--- config.mk ---
export PLATFORM = sky130hd
export DESIGN_NAME = game_draw_engine
export DESIGN_NICKNAME = d
export VERILOG_FILES = /design/src/rtl/game_view_pkg.sv /design/src/rtl/draw_raster_counter.sv /design/src/rtl/game_draw_engine.sv
export SDC_FILE = /design/constraint.sdc
export NUM_CORES = 1
export LEC_CHECK = 0
export CORE_UTILIZATION = 30
export CTS_CLUSTER_SIZE = 28
export DETAILED_ROUTE_END_ITERATION = 10
export GPL_TIMING_DRIVEN = 0
export PLACE_DENSITY = 0.5
export SLEW_MARGIN = 20
export SYNTH_ARGS = -nofsm -noshare
export SYNTH_HDL_FRONTEND = slang
export SYNTH_SLANG_ARGS = --single-unit
--- constraint.sdc ---
create_clock -name clk -period 5.2 [get_ports clk]
set_input_delay 1.04 -clock clk [delete_from_list [all_inputs] [get_ports clk]]
set_output_delay 1.04 -clock clk [all_outputs]
set_load 0.05 [all_outputs]
--- src/rtl/game_view_pkg.sv ---
// Shared types and constants for the game view and its draw engine.
// Screen geometry, palette, sprite kinds and engine states.
package game_view_pkg;

  localparam logic [7:0] SCREEN_W   = 8'd160;
  localparam logic [6:0] SCREEN_H   = 7'd120;
  localparam logic [6:0] SKY_ROWS   = 7'd20;
  localparam logic [6:0] GOLD_SIZE  = 7'd8;
  localparam logic [6:0] STONE_SIZE = 7'd6;

  localparam logic [2:0] SKY_COL   = 3'b011;
  localparam logic [2:0] DIRT_COL  = 3'b100;
  localparam logic [2:0] GOLD_COL  = 3'b110;
  localparam logic [2:0] STONE_COL = 3'b111;

  typedef enum logic [1:0] {
    KIND_BG    = 2'd0,
    KIND_GOLD  = 2'd1,
    KIND_STONE = 2'd2
  } kind_e;

  typedef enum logic [1:0] {
    S_IDLE     = 2'd0,
    S_DRAW_BG  = 2'd1,
    S_DRAW_OBJ = 2'd2,
    S_DONE     = 2'd3
  } draw_state_e;

  // Done bit position per kind: {stone, gold, background}
  function automatic logic [2:0] kind_onehot(kind_e k);
    logic [2:0] v;
    v = 3'b000;
    unique case (k)
      KIND_BG:    v = 3'b001;
      KIND_GOLD:  v = 3'b010;
      KIND_STONE: v = 3'b100;
      default:    v = 3'b000;
    endcase
    return v;
  endfunction

  function automatic logic [6:0] sprite_size(kind_e k);
    return (k == KIND_GOLD) ? GOLD_SIZE : STONE_SIZE;
  endfunction

endpackage

--- src/rtl/draw_raster_counter.sv ---
// Two-dimensional raster position counter.
// Walks cx across a row, then steps cy; wraps to origin after the last pixel.
module draw_raster_counter #(
  parameter int XW = 8,
  parameter int YW = 7
) (
  input  logic          clk,
  input  logic          reset,
  input  logic          load,
  input  logic          en,
  input  logic [XW-1:0] width,
  input  logic [YW-1:0] height,
  output logic [XW-1:0] cx,
  output logic [YW-1:0] cy,
  output logic          last_pixel
);

  logic last_col;

  assign last_col   = (cx == width - 1'b1);
  assign last_pixel = last_col && (cy == height - 1'b1);

  always_ff @(posedge clk or posedge reset) begin
    if (reset) begin
      cx <= '0;
      cy <= '0;
    end else if (load) begin
      cx <= '0;
      cy <= '0;
    end else if (en) begin
      if (last_pixel) begin
        cx <= '0;
        cy <= '0;
      end else if (last_col) begin
        cx <= '0;
        cy <= cy + 1'b1;
      end else begin
        cx <= cx + 1'b1;
      end
    end
  end

endmodule

--- src/rtl/game_draw_engine.sv ---
// Draw engine: rasterises background or a sprite into VGA adapter writes
// and answers the view FSM with a level done held until acknowledged.
module game_draw_engine
  import game_view_pkg::*;
(
  input  logic       clk,
  input  logic       reset,
  input  logic       enable_draw_background,
  input  logic       enable_draw_gold,
  input  logic       enable_draw_stone,
  input  logic [7:0] obj_x,
  input  logic [6:0] obj_y,
  output logic [7:0] vga_x,
  output logic [6:0] vga_y,
  output logic [2:0] colour,
  output logic       plot,
  output logic       draw_background_done,
  output logic       draw_gold_done,
  output logic       draw_stone_done
);

  draw_state_e state, state_n;
  kind_e       kind, kind_n;

  logic [7:0] ox, ox_n;
  logic [6:0] oy, oy_n;
  logic [7:0] x_n;
  logic [6:0] y_n;
  logic [2:0] col_n;
  logic       plot_n;
  logic [2:0] done_q, done_n;

  logic       cnt_load, cnt_en, last_pixel;
  logic [7:0] cx, cnt_w;
  logic [6:0] cy, cnt_h;

  logic [8:0] px;
  logic [7:0] py;
  logic [2:0] en_vec, sel;
  logic       in_view, edge_x, edge_y, corner;

  assign en_vec = {enable_draw_stone, enable_draw_gold,
                   enable_draw_background};
  assign sel    = kind_onehot(kind);

  assign cnt_w = (state == S_DRAW_BG) ? SCREEN_W
                                      : {1'b0, sprite_size(kind)};
  assign cnt_h = (state == S_DRAW_BG) ? SCREEN_H : sprite_size(kind);

  // One bit of headroom so positions past the right/bottom edge clip
  assign px = {1'b0, ox} + {1'b0, cx};
  assign py = {1'b0, oy} + {1'b0, cy};

  assign in_view = (px < {1'b0, SCREEN_W}) && (py < {1'b0, SCREEN_H});
  assign edge_x  = (cx == '0) || (cx == {1'b0, GOLD_SIZE - 7'd1});
  assign edge_y  = (cy == '0) || (cy == GOLD_SIZE - 7'd1);
  assign corner  = (kind == KIND_GOLD) && edge_x && edge_y;

  draw_raster_counter #(.XW(8), .YW(7)) u_cnt (
    .clk        (clk),
    .reset      (reset),
    .load       (cnt_load),
    .en         (cnt_en),
    .width      (cnt_w),
    .height     (cnt_h),
    .cx         (cx),
    .cy         (cy),
    .last_pixel (last_pixel)
  );

  always_comb begin
    state_n  = state;
    kind_n   = kind;
    ox_n     = ox;
    oy_n     = oy;
    x_n      = vga_x;
    y_n      = vga_y;
    col_n    = colour;
    plot_n   = 1'b0;
    done_n   = 3'b000;
    cnt_load = 1'b0;
    cnt_en   = 1'b0;
    unique case (state)
      S_IDLE: begin
        if (|en_vec) begin
          cnt_load = 1'b1;
          ox_n     = obj_x;
          oy_n     = obj_y;
          if (enable_draw_background) begin
            kind_n  = KIND_BG;
            state_n = S_DRAW_BG;
          end else begin
            kind_n  = enable_draw_gold ? KIND_GOLD : KIND_STONE;
            state_n = S_DRAW_OBJ;
          end
        end
      end
      S_DRAW_BG: begin
        cnt_en = 1'b1;
        plot_n = 1'b1;
        x_n    = cx;
        y_n    = cy;
        col_n  = (cy < SKY_ROWS) ? SKY_COL : DIRT_COL;
        if (last_pixel) state_n = S_DONE;
      end
      S_DRAW_OBJ: begin
        cnt_en = 1'b1;
        x_n    = px[7:0];
        y_n    = py[6:0];
        col_n  = (kind == KIND_GOLD) ? GOLD_COL : STONE_COL;
        plot_n = in_view && !corner;
        if (last_pixel) state_n = S_DONE;
      end
      S_DONE: begin
        done_n = sel;
        // Ack only counts once the done is visible to the requester
        if (|(done_q & sel) && |(en_vec & sel)) begin
          done_n  = 3'b000;
          state_n = S_IDLE;
        end
      end
      default: state_n = S_IDLE;
    endcase
  end

  always_ff @(posedge clk or posedge reset) begin
    if (reset) begin
      state  <= S_IDLE;
      kind   <= KIND_BG;
      ox     <= '0;
      oy     <= '0;
      vga_x  <= '0;
      vga_y  <= '0;
      colour <= '0;
      plot   <= 1'b0;
      done_q <= '0;
    end else begin
      state  <= state_n;
      kind   <= kind_n;
      ox     <= ox_n;
      oy     <= oy_n;
      vga_x  <= x_n;
      vga_y  <= y_n;
      colour <= col_n;
      plot   <= plot_n;
      done_q <= done_n;
    end
  end

  assign draw_background_done = done_q[0];
  assign draw_gold_done       = done_q[1];
  assign draw_stone_done      = done_q[2];

endmodule

# Word-level counts from Yosys, hierarchy flattened
# Cells that the tools add are included.
# word_totals
ff_bits	56
in_bits	20
out_inout_bits	22
wordCells	87
# classes
reduce_logical	23
muxes	30
addsub	6
n_eq_ne	12
order_cmp	3
bitwise_logic	2
# op_table
operator	count
two-way mux 8 bit	5
two-way mux 7 bit	5
case mux 8 bit (2 select lines)	1
case mux 7 bit (2 select lines)	1
two-way mux 2 bit	6
adder 8 x 8 -> 9 bit	1
less-than comparator 9 x 8 -> 1 bit, second input constant	1
two-way mux 3 bit	3
case mux 3 bit (3 select lines)	1
OR reduction 3 bit	3
adder 7 x 7 -> 8 bit	1
adder 8 x 1 -> 8 bit, second input constant	1
== test 8 x 3 -> 1 bit, second input constant	1
== test 8 bit	1
logical NOT 8 bit	1
less-than comparator 8 x 7 -> 1 bit, second input constant	1
subtractor 8 x 1 -> 8 bit, second input constant	1
adder 7 x 1 -> 7 bit, second input constant	1
== test 7 x 3 -> 1 bit, second input constant	1
== test 7 bit	1
logical NOT 7 bit	1
less-than comparator 7 x 5 -> 1 bit, second input constant	1
subtractor 7 x 1 -> 7 bit, second input constant	1
bitwise AND 3 bit	2
18 further kinds	34

# Longest topological paths before layout
# Gate-level depths: netlist of run 1.
# logic_depth
depth_word	9
depth_mapped	9
depth_no_buf	8

# Hierarchy
# A second synthesis of run 1 with hierarchy kept.
# unflattened
cells_unflattened	449
area_unflattened_um2	3982.6
# modules_own_cells
mod	cells_per_inst	seq_area_each_um2	n_inst	area_per_inst_um2
game_draw_engine	285	1026.0	1	2578.7
draw_raster_counter	164	375.4	1	1403.8

# Worst setup path before layout of run 1
# Ideal clock, no wire load.
# synth_timing
kind	input to register
from	in enable_draw_background
to	reg ox[0]
t_required_ns	5.075
path_slack_ns	2.531
t_arrival_ns	2.544
stages	4
path_buffers	2
setup_ns	0.125
path_cell_list	clkbuf_1 -> o31ai_1 -> clkbuf_1 -> mux2_2
# synth_via
elab_chain_len	2
# synth_rtl
item	line_no	source
start, declared	game_draw_engine.sv:8	input logic enable_draw_background,
OR reduction 3 bit	game_draw_engine.sv:85	if (|en_vec) begin
AND reduction 2 bit (no source line)	-	
end signal, assigned	game_draw_engine.sv:140	ox <= ox_n;
end, declared	game_draw_engine.sv:25	logic [7:0] ox, ox_n;
# Every way passes these cells.
# A chain may end at the register's enable or synchronous reset.

# Final worst setup path of run 1
# layout_timing
from	in enable_draw_gold
to	reg ox[4]
# layout_via
elab_chain_len	2
# layout_rtl
item	line_no	source
start, declared	game_draw_engine.sv:9	input logic enable_draw_gold,
OR reduction 3 bit	game_draw_engine.sv:85	
AND reduction 2 bit (no source line)	-	
# Every way passes these cells.

==> results of run 1 <==
## layout by cell type, fill, tap and decap left out, types with 2 or more instances in the layout
master	n
nor3b_1	2
a31oi_1	8
nor2_1	34
clkdlybuf4s50_1	40
inv_1	16
nor2b_1	8
o21a_1	4
and2b_2	2
o31ai_1	3
a211oi_1	3
clkbuf_1	15
nand3_1	17
a21o_1	5
nand2_1	20
o21ai_0	13
and3b_1	2
nand3b_1	2
xor2_1	6
clkbuf_8	2
dfrtp_1	56
nand4_1	11
a21oi_1	28
nor4_1	2
nand4b_1	5
or4b_2	2
ha_1	25
clkbuf_16	5
or3_1	4
mux2_2	18
or2_2	4
o22ai_1	4
o211ai_1	7
mux2i_1	14
nand2b_1	6
fa_1	2
o211a_1	3
nor3_1	5
xnor2_1	5
## cells in the mapped netlist (4+ instances only)
cell | instances | area [µm²]
xnor2_1 | 5 | 43.8
nand3_1 | 17 | 85.1
o31ai_1 | 4 | 30.0
nand4_1 | 11 | 68.8
nor2_1 | 34 | 128
o21a_1 | 4 | 30.0
o22ai_1 | 4 | 25.0
a21oi_1 | 28 | 140
nand2_1 | 20 | 75.1
or2_2 | 4 | 25.0
or3_1 | 4 | 25.0
xor2_1 | 6 | 52.6
o211ai_1 | 7 | 52.6
nand2b_1 | 6 | 37.5
inv_1 | 17 | 63.8
mux2_2 | 18 | 203
nand4b_1 | 5 | 43.8
a21o_1 | 5 | 37.5
clkbuf_1 | 15 | 56.3
nor3_1 | 5 | 25.0
ha_1 | 25 | 313
mux2i_1 | 14 | 140
o21ai_0 | 13 | 65.1
dfrtp_1 | 56 | 1400
nor2b_1 | 8 | 50.1
a31oi_1 | 8 | 50.1
## path summary, 6_finish.rpt
check | start | to | slack [ns] | cells past startpoint
max | enable_draw_gold | ox[4] | 2.11 | 4
min | vga_x[1] | vga_x[1] | 0.52 | 1
max reg2reg | state[0] | vga_y[3] | 2.48 | 6
min reg2reg | vga_x[1] | vga_x[1] | 0.52 | 1
max in group asynchronous | reset | oy[6] | 3.62 | 3
min in group asynchronous | reset | colour[2] | 1.09 | 2
## metal layers
metal  up-vias  global-route usage  wire length [µm]
met2        60               0.252              4410
met4         0              0.0360               100
li1       1494                   -                 -
met3         9              0.0239               263
met5         -                   0                 0
met1      1471               0.225              4990
## worst reg2reg max path, delay by kind of cell, from the launching register on
family | cells | cell delay [ns]
AOI/OAI and AO/OA | 1 | 0.14
adders and majority gates | 1 | 0.31
buffers and inverters | 4 | 1.73
DFF | 1 | 0.40
## cell families after synthesis
kind of cell    count (synthesis)  share of synthesized area
compound gates                 89                      0.167
xor+xnor                       11                     0.0257
fa+ha+maj                      27                     0.0943
buf+inv                        40                     0.0575
flops                          56                      0.374
mux                            32                     0.0916
simple gates                  132                      0.190
## metrics by stage
stage                     hold WS [ns]  power, W  utilization
after floorplan                  0.484   0.00204            -
after global placement           0.495   0.00253        0.361
after detailed placement         0.504   0.00256        0.363
after CTS                        0.521   0.00297        0.377
after global routing             0.534   0.00316        0.377
final                            0.517   0.00296        0.377
## power by group through the flow
stage | clock network, W | logic [W] | registers (W)
2_1_floorplan | 0 | 0.00107 | 0.000965
3_3_place_gp | 0 | 0.00177 | 0.000755
3_5_place_dp | 0 | 0.00180 | 0.000762
4_1_cts | 0.000409 | 0.00181 | 0.000755
5_1_grt | 0.000419 | 0.00197 | 0.000773
6_report | 0.000397 | 0.00181 | 0.000751
## flip-flops by register name, indices dropped and copies added (netlist names), 3 cells and up
signal and flops:
ox 8, u_cnt.cx 8, vga_x 8, oy 7, u_cnt.cy 7, vga_y 7
colour 3, done_q 3
## final cells by class
cell class	instances	area, µm²	share of cell area
Buffer	23	151	0.0333
Clock buffer	5	125	0.0275
Clock inverter	3	42.5	0.00935
Inverter	17	66.3	0.0146
Multi-Input combinational cell	291	2130	0.469
Sequential cell	56	1400	0.308
Tap cell	168	210	0.0462
Timing Repair Buffer	41	420	0.0924
==> metrics.md, run 1 <==
| Metric | Value |
|---|---|
| RSZ-0062 raised after global routing | `false` |
| Die Wd | `114 µm` |
| NetSw | `0.00141 W` |
| I/O Pins | `42` |
| # Post-CTS Setup Buffers | `0` |
| Setup slack at placement | `1.40 ns` |
| #FFs+latches synth | `56` |
| Status | `completed` |
| Crit. End Element | `flop` |
| Core Area | `12,100 µm²` |
| Clk_lat worst skew | `0.30 ns` |
| Setup TNS | `0 ns` |
| Antenna cells | `0` |
| VDD IR-drop max | `0.244 mV` |
| DR pass1 iterations | `5` |
| Clock power share | `0.134` |
| Ys flop type | `dfrtp_1` |
| Critical path's largest stage delay | `0.69 ns` |
| Wirelength per Cell | `16.2 µm` |
| Worst Hold Class | `reg -> reg` |
| Synth Warn # | `0` |
| Syn_area_per_cell | `9.67 µm²` |
| Fmax | `0.323 GHz` |
| Crit path max-delay family | `buffers and inverters` |
| Sw Share | `0.478` |
| Clock Skew | `0.00351 ns` |
| Placement Cell Area | `4380 µm²` |
| Data arrival time of the worst path | `3.29 ns` |
| Pleak | `1.94 nW` |
| CP Launch Type | `primary input` |
| Req. time, crit path | `5.39 ns` |
| Worst-margin pin slew | `0.828 ns` |
| Vias | `3,034` |
| Worst-path cell chain | `clkdlybuf4s50_1, o31ai_2, clkbuf_1, mux2_2` |
| CTS tree | `done` |
| Detailed Route Iter0 Violations | `201` |
| Post-DRT Antenna Nets | `0` |
| Clk root buf | `clkbuf_16` |
| Min Clock Period, post-route | `3.09 ns` |
| Final setup vio count | `0` |
| Final Hold Viols | `0` |
| Max-slew violations | `0` |
| Post-cts repair resize count | `0` |
| Logic pwr share | `0.612` |
| Total die area | `12,900 µm²` |
| Placed cell count | `596` |
| Crit Path Max Fanout | `10` |
| Remaining global-route overflow | `0` |
| IO buf count | `40` |
| Die H | `114 µm` |
| Number of enable flip-flop cells after synthesis | `0` |
| Register area share after synthesis | `0.374` |
| Slowest cell on crit path | `clkbuf_1` |
| Hold buffers post-CTS | `0` |
| Seq pwr share | `0.254` |
| Synthesized instance count | `387` |
| Initial Utilization | `0.310` |
| First-pass GRT wire length | `15,800 µm` |
| Initial antenna violation count | `0` |
| Netlist cell types | `58` |
| Period utilization | `0.595` |
| Largest net degree at the start of global routing | `30` |
| Final Wtd Congestion | `0.785` |
| Global Route Usage Sum | `0.158` |
| Buf/Inv on CP | `2` |
| Pwr Density | `650 nW/µm²` |
| DP HPWL | `7180 µm` |
| Slew headroom | `0.448` |
| Share of cells above drive strength 1 | `0.117` |
| Pint | `0.00154 W` |
| Setup CP Type | `in -> reg` |
| Nets | `482` |
| Clock sinks | `56` |
| Synth async-reset ratio | `1.00` |
| Total Routed Length | `9770 µm` |
| Row count | `40` |
| Layout overhead on the synthesized area | `21.5%` |
| Netlist Area Pre-Place | `3740 µm²` |
| Vias per std cell | `5.02` |
| Fin area | `4550 µm²` |
| Vias in the first global route | `2,982` |
| Clock transition at the registers of the reported paths | `0.07 ns` |
| Fin worst setup slack | `2.11 ns` |
| CTS Buffer Depth | `2` |
| Number of remaining DRC errors | `0` |
| CTS Buf Count | `5` |
| Fill count | `1,227` |
| Count of maximum capacitance violations | `0` |
| Mapped Nets | `434` |
| H-Tree Depth | `2` |
| Post-Layout Cell Count | `604` |
No activity file was read; power rests on OpenSTA's default activity.
==> run 2, diff against run 1 <==
==> constraint.sdc (replaced) <==
create_clock -name clk -period 2.95 [get_ports clk]
set_input_delay 0.59 -clock clk [delete_from_list [all_inputs] [get_ports clk]]
set_output_delay 0.59 -clock clk [all_outputs]
set_load 0.05 [all_outputs]
==> results of run 2 <==
The final DEF is identical to that of run 1. Status: completed.
Main changes from that run: setup slack after placement 1.40 ns -> -0.396 ns; number of gates resized after CTS 0 -> 1; setup slack after layout 2.11 ns -> 0.234 ns; start point of the critical path enable_draw_gold -> state[0]; end point of the critical path ox[4] -> vga_y[3]; register-to-register setup slack 2.48 ns -> 0.23 ns; total power 0.00296 W -> 0.00521 W; worst IR drop on VDD 0.244 mV -> 0.430 mV
==> run 3, diff against run 2 <==
==> constraint.sdc (replaced) <==
create_clock -name clk -period 2.95 [get_ports clk]
set_input_delay 0.59 -clock clk [delete_from_list [all_inputs] [get_ports clk]]
set_output_delay 0.59 -clock clk [all_outputs]
set_load 0.02 [all_outputs]
==> results of run 3 <==
The final DEF is identical to that of run 1. Status: completed.
Main changes from that run: setup slack after placement 1.40 ns -> -0.396 ns; number of gates resized after CTS 0 -> 1; setup slack after layout 2.11 ns -> 0.234 ns; start point of the critical path enable_draw_gold -> state[0]; end point of the critical path ox[4] -> vga_y[3]; register-to-register setup slack 2.48 ns -> 0.23 ns; total power 0.00296 W -> 0.00492 W; worst IR drop on VDD 0.244 mV -> 0.381 mV
